`src/rtl/doc_uart_sender.sv`:
```
// Streams every document cell out as UART 8N1 frames, then pulses done.
// Optional row line breaks (CR LF) with DOC_UART_SENDER_LINE_BREAK_EN.
module doc_uart_sender #(
  parameter int CLK_FREQ = 25000000,
  parameter int BAUD     = 115200,
  parameter int ADDR_W   = 10,
  parameter int DOC_LEN  = 512,
  parameter int ROW_LEN  = 32
) (
  input  logic              clk,
  input  logic              rst,
  input  logic              send_data,
  output logic [ADDR_W-1:0] rd_addr,
  input  logic [7:0]        rd_data,
  output logic              read_enable,
  output logic              done,
  output logic              busy,
  output logic              tx
);

  localparam int BIT_CYCLES = CLK_FREQ / BAUD;
  localparam int CNT_W =
    (BIT_CYCLES > 1) ? $clog2(BIT_CYCLES) : 1;
  localparam logic [CNT_W-1:0] CNT_LAST =
    CNT_W'(BIT_CYCLES - 1);
  localparam logic [ADDR_W-1:0] ADDR_LAST =
    ADDR_W'(DOC_LEN - 1);

  if (DOC_LEN < 1 || DOC_LEN > (1 << ADDR_W) ||
      ROW_LEN < 1 || BIT_CYCLES < 1) begin : g_cfg_err
    $error("doc_uart_sender: bad parameters");
  end

  typedef enum logic [2:0] {
    IDLE,
    FETCH,
    START,
    DATA,
    STOP,
    DONE
`ifdef DOC_UART_SENDER_LINE_BREAK_EN
    ,
    EOL_CR,
    EOL_LF
`endif
  } state_t;

  state_t           state;
  logic [CNT_W-1:0] cnt;
  logic [2:0]       bit_idx;
  logic [7:0]       shift_reg;
  logic             send_prev;
  logic             bit_end;

  assign bit_end = (cnt == CNT_LAST);

`ifdef DOC_UART_SENDER_LINE_BREAK_EN
  typedef enum logic [1:0] {
    K_CELL,
    K_CR,
    K_LF
  } kind_t;

  kind_t         kind;
  logic [ADDR_W:0] addr_inc;
  logic          eol;

  assign addr_inc = {1'b0, rd_addr} + (ADDR_W+1)'(1);
  assign eol = ((addr_inc % (ADDR_W+1)'(ROW_LEN)) == '0);
`endif

  always_ff @(posedge clk or negedge rst) begin
    if (!rst) begin
      state       <= IDLE;
      cnt         <= '0;
      bit_idx     <= '0;
      shift_reg   <= '0;
      send_prev   <= 1'b0;
      rd_addr     <= '0;
      read_enable <= 1'b0;
      done        <= 1'b0;
      busy        <= 1'b0;
      tx          <= 1'b1;
`ifdef DOC_UART_SENDER_LINE_BREAK_EN
      kind        <= K_CELL;
`endif
    end else begin
      send_prev <= send_data;
      done      <= 1'b0;
      unique case (state)
        IDLE: begin
          if (send_data && !send_prev) begin
            rd_addr     <= '0;
            read_enable <= 1'b1;
            busy        <= 1'b1;
            state       <= FETCH;
          end
        end
        FETCH: begin
          shift_reg <= rd_data;
          tx        <= 1'b0;
          cnt       <= '0;
          state     <= START;
`ifdef DOC_UART_SENDER_LINE_BREAK_EN
          kind      <= K_CELL;
`endif
        end
        START: begin
          if (bit_end) begin
            cnt     <= '0;
            bit_idx <= '0;
            tx      <= shift_reg[0];
            state   <= DATA;
          end else begin
            cnt <= cnt + CNT_W'(1);
          end
        end
        DATA: begin
          if (bit_end) begin
            cnt       <= '0;
            shift_reg <= shift_reg >> 1;
            if (bit_idx == 3'd7) begin
              tx    <= 1'b1;
              state <= STOP;
            end else begin
              bit_idx <= bit_idx + 3'd1;
              tx      <= shift_reg[1];
            end
          end else begin
            cnt <= cnt + CNT_W'(1);
          end
        end
        STOP: begin
          if (bit_end) begin
            cnt <= '0;
`ifdef DOC_UART_SENDER_LINE_BREAK_EN
            if (kind == K_CELL && eol) begin
              state <= EOL_CR;
            end else if (kind == K_CR) begin
              state <= EOL_LF;
            end else if (rd_addr == ADDR_LAST) begin
              done  <= 1'b1;
              state <= DONE;
            end else begin
              rd_addr <= rd_addr + ADDR_W'(1);
              state   <= FETCH;
            end
`else
            if (rd_addr == ADDR_LAST) begin
              done  <= 1'b1;
              state <= DONE;
            end else begin
              rd_addr <= rd_addr + ADDR_W'(1);
              state   <= FETCH;
            end
`endif
          end else begin
            cnt <= cnt + CNT_W'(1);
          end
        end
        DONE: begin
          read_enable <= 1'b0;
          busy        <= 1'b0;
          state       <= IDLE;
        end
`ifdef DOC_UART_SENDER_LINE_BREAK_EN
        // EOL states stand in for FETCH with a fixed byte
        EOL_CR: begin
          shift_reg <= 8'h0D;
          tx        <= 1'b0;
          cnt       <= '0;
          kind      <= K_CR;
          state     <= START;
        end
        EOL_LF: begin
          shift_reg <= 8'h0A;
          tx        <= 1'b0;
          cnt       <= '0;
          kind      <= K_LF;
          state     <= START;
        end
`endif
        default: begin
          state <= IDLE;
        end
      endcase
    end
  end

endmodule
```
`config.mk`:
```
export PLATFORM = sky130hd
export DESIGN_NAME = doc_uart_sender
export DESIGN_NICKNAME = d
export VERILOG_FILES = /design/src/rtl/doc_uart_sender.sv
export SDC_FILE = /design/constraint.sdc
export NUM_CORES = 1
export LEC_CHECK = 0
export BUFFER_PORTS_ARGS = -buffer_cell sky130_fd_sc_hd__buf_2
export CAP_MARGIN = 30
export CELL_PAD_IN_SITES_DETAIL_PLACEMENT = 1
export CELL_PAD_IN_SITES_GLOBAL_PLACEMENT = 1
export CORE_MARGIN = 2
export CORE_UTILIZATION = 35
export DETAILED_ROUTE_END_ITERATION = 12
export PLACE_DENSITY = 0.76
export SLEW_MARGIN = 20
export SYNTH_ARGS = -nofsm -noshare
export SYNTH_HDL_FRONTEND = slang
export SYNTH_SLANG_ARGS = --single-unit
```
`constraint.sdc`:
```
create_clock -name clk -period 2.3 [get_ports clk]
set_clock_uncertainty 0.1 [all_clocks]
set_input_delay 0.115 -clock clk [delete_from_list [all_inputs] [get_ports clk]]
set_output_delay 0.115 -clock clk [all_outputs]
set_load 0.02 [all_outputs]
```
==> results.md <==
- Crit-path cells: or3b_1 > or4_1 > o32ai_1 > a21o_1
- Sequential-to-total area share from yosys stat: about 44%
- Most frequent cells in the layout: dfrtp_1 (35), buf_2 (24), o21ai_0 (19), nand2_1 (17), mux2_2 (15)
- Layout Nets: around 250
- H-tree depth: 2
- Antenna Violating Nets Remaining: 0
- CTS buffer count: 5
- Number of synthesized register bits: 36
- Max incr delay on CP: 0.60 ns
- Die Area: 6450 sq um
- I/O pin cnt: 25
- Fraction of layout cells with a size suffix above 1: 27.2%
- Area grow syn2layout: 19.3%
- Critical path endpoint category: flop
- Startpoint class of the critical path: flop
- Initial drt markers: 74
- Vias post-DR: between 1.5k and 2k
- Grt ovf: 0
- Largest register FFs: 10
- Period utilization: 91.5%
- Hold violation count in the final report: 0
- Fill count: 649
- DIE HEIGHT: 80.3 um
- Worst hold margin: 0.0709 ns
- Setup violations, final: 0
- Clock Path Buffers: 2
- Max Slew Vio Count: 0
- Arrival time worst endpoint: 2.24 ns
- First-pass GRT wire length: 8.97 mm
- DP Worst Slack: 0.127 ns
- Synthesized Nets: 219
- Commonest non-fill, non-tap cell in the layout: dfrtp_1
- Slew @ Worst Pin: 0.858 ns
- RSZ-0062 raised after global routing: false
- Worst relative slew slack: 42.8%
- Clk_lat worst skew: 0.30 ns
- Synth Area per Inst: roughly 10 sq um
- Peak Freq: between 400 and 500 MHz
- Max FO, Critical Path: 13
- WL per Instance: 17.2 um
- Critical path class: reg -> reg
- DRT Pass-1 Iters: 4
- Synth Warn #: 0
- Starting Density: 36.5%
- Clock edge transition at the registers on the reported setup and hold paths: 0.08 ns
- Clock sinks: 36
- Mapped Cells: just over 200
- Initial antenna violation count: 0
- Placer Congestion: roughly 0.79
- Pwr dens: between 500 and 600 nW/um^2
- Worst reg2reg path depth: 4
- Routed wire length: approximately 5.4 mm
- Core area: roughly 5600 sq um
- Diode count: 0
- Unique masters post-synth: 50
- Worst IR Drop VDD: 173 uV
- Number of global-route vias before repair: 1793
- Final min period: 2.11 ns
- Post-DP HPWL: around 3.8 mm
- Port Buf Inserts: 24
- Chip width: roughly 80 um
- Worst Path Required: approximately 2.4 ns
- Largest net degree at the start of global routing: 37
- Most common flop cell mapped by yosys: dfrtp_1
- Status: finished clean
- Leakage: ~1.0 nW
- CP max-delay cell: dfrtp_1
- Post-synth EDFFs: 0
- Synth Cell Area: about 2000 sq um
- HP Class: in -> reg
- Max Cap Viol: 0
- Via density: 5.62
- TritonCTS clock tree: done
- Post-synth ARST share: 100%
- Final WS setup: 0.195 ns
- Tot GR Track Use: roughly 18%
- Clk root buf: clkbuf_8
- Total negative slack: 0 ns
- Placed cells: 300
- Worst Hold Depth: 3
- # rows: 27
- DR DRC count: 0
- Cell Count, Final, Fillers Out: slightly above 300
final timing paths:
kind | from | to | slack [ns]
hold / removal | rd_data[3] | shift_reg[3]$_DFFE_PN0P_ | 0.07
min in group asynchronous | rst | cnt[5]$_DFFE_PN0P_ | 0.36
setup reg to reg | state[2]$_DFFE_PN0P_ | rd_addr[5]$_DFFE_PN0P_ | 0.19
max in group asynchronous | rst | rd_addr[8]$_DFFE_PN0P_ | 1.19
hold reg to reg | shift_reg[7]$_DFFE_PN0P_ | shift_reg[7]$_DFFE_PN0P_ | 0.41
setup / recovery | state[2]$_DFFE_PN0P_ | rd_addr[5]$_DFFE_PN0P_ | 0.19
cell type report:
type	instances	area [sq um]	share of cell area, %
clock buffers	5	68.8	2.83
clock inverters	3	42.5	1.75
inverters	6	22.5	0.926
multi-input cells	152	1080	44.4
flip-flops and latches	36	902	37.1
well taps	72	90.1	3.71
repair buffers	37	225	9.26
per-stage QoR:
step | total power [mW] | util [%] | area, sq um
detailed placement | 0.756 | 40.9 | 2280
global placement | 0.754 | 40.9 | 2280
CTS | 1.33 | 43.4 | 2420
global route | 1.38 | 43.6 | 2430
floorplan | 0.713 | - | 2040
finish | 1.31 | 43.6 | 2430
worst max-delay path, delay by kind of cell, from the launching register on:
kind             cells  cell delay, ns
AO/OA/AOI/OAI        2            0.39
flip-flops           1            0.60
AND/OR/NAND/NOR      2            0.96
power breakdown:
part	switching (mW)	internal (mW)
Clock	0.247	0.321
Sequential	0.0160	0.648
Combinational	0.0471	0.0358
Total	0.311	1.00
synth_stat cells, types with 2 or more instances:
cell / instances / area [sq um]
clkbuf_1: 6 / 22.5
a22o_1: 2 / 17.5
buf_4: 2 / 15.0
nand4b_1: 2 / 17.5
nor4_1: 2 / 12.5
o21ai_0: 19 / 95.1
nor2b_1: 4 / 25.0
o31a_1: 2 / 17.5
xnor2_1: 3 / 26.3
and2_1: 2 / 12.5
or4_1: 2 / 15.0
nor2_1: 7 / 26.3
dfrtp_1: 35 / 876
ha_1: 5 / 62.6
mux2_2: 15 / 169
mux2i_1: 3 / 30.0
nand4_1: 3 / 18.8
nand3_1: 8 / 40.0
o41ai_1: 4 / 35.0
a31oi_1: 4 / 25.0
o22ai_1: 2 / 12.5
nand2_1: 17 / 63.8
inv_1: 6 / 22.5
a211o_1: 2 / 17.5
or3_1: 2 / 12.5
a21oi_1: 5 / 25.0
and3_1: 5 / 31.3
nor3b_1: 4 / 30.0
nor3_1: 4 / 20.0
a21o_1: 3 / 22.5
o31ai_1: 4 / 30.0
cell families (layout without fill, tap and decap cells):
group,after synthesis,after routing,synth area share (%)
compound gates,53,53,17.2
xor+xnor,4,4,1.72
fa+ha+maj,5,5,3.07
buf+inv,15,51,3.19
flops,36,36,44.3
mux,18,18,9.77
simple gates,72,72,20.8
what timing repair did:
item / CTS / global route
buffers inserted: 0 / 0
resized for setup: 0 / 3
setup endpoints to repair: 0 / 6
hold buffers: 3 / 0
hold endpoints to repair: 37 / 0
routing by layer:
layer	wire length, um	GRT usage (%)
met5	0	0
met4	63	7.12
met3	122	3.37
met2	2610	29.3
met1	2560	23.7
Note: power is estimated with default switching activity, not from simulation.
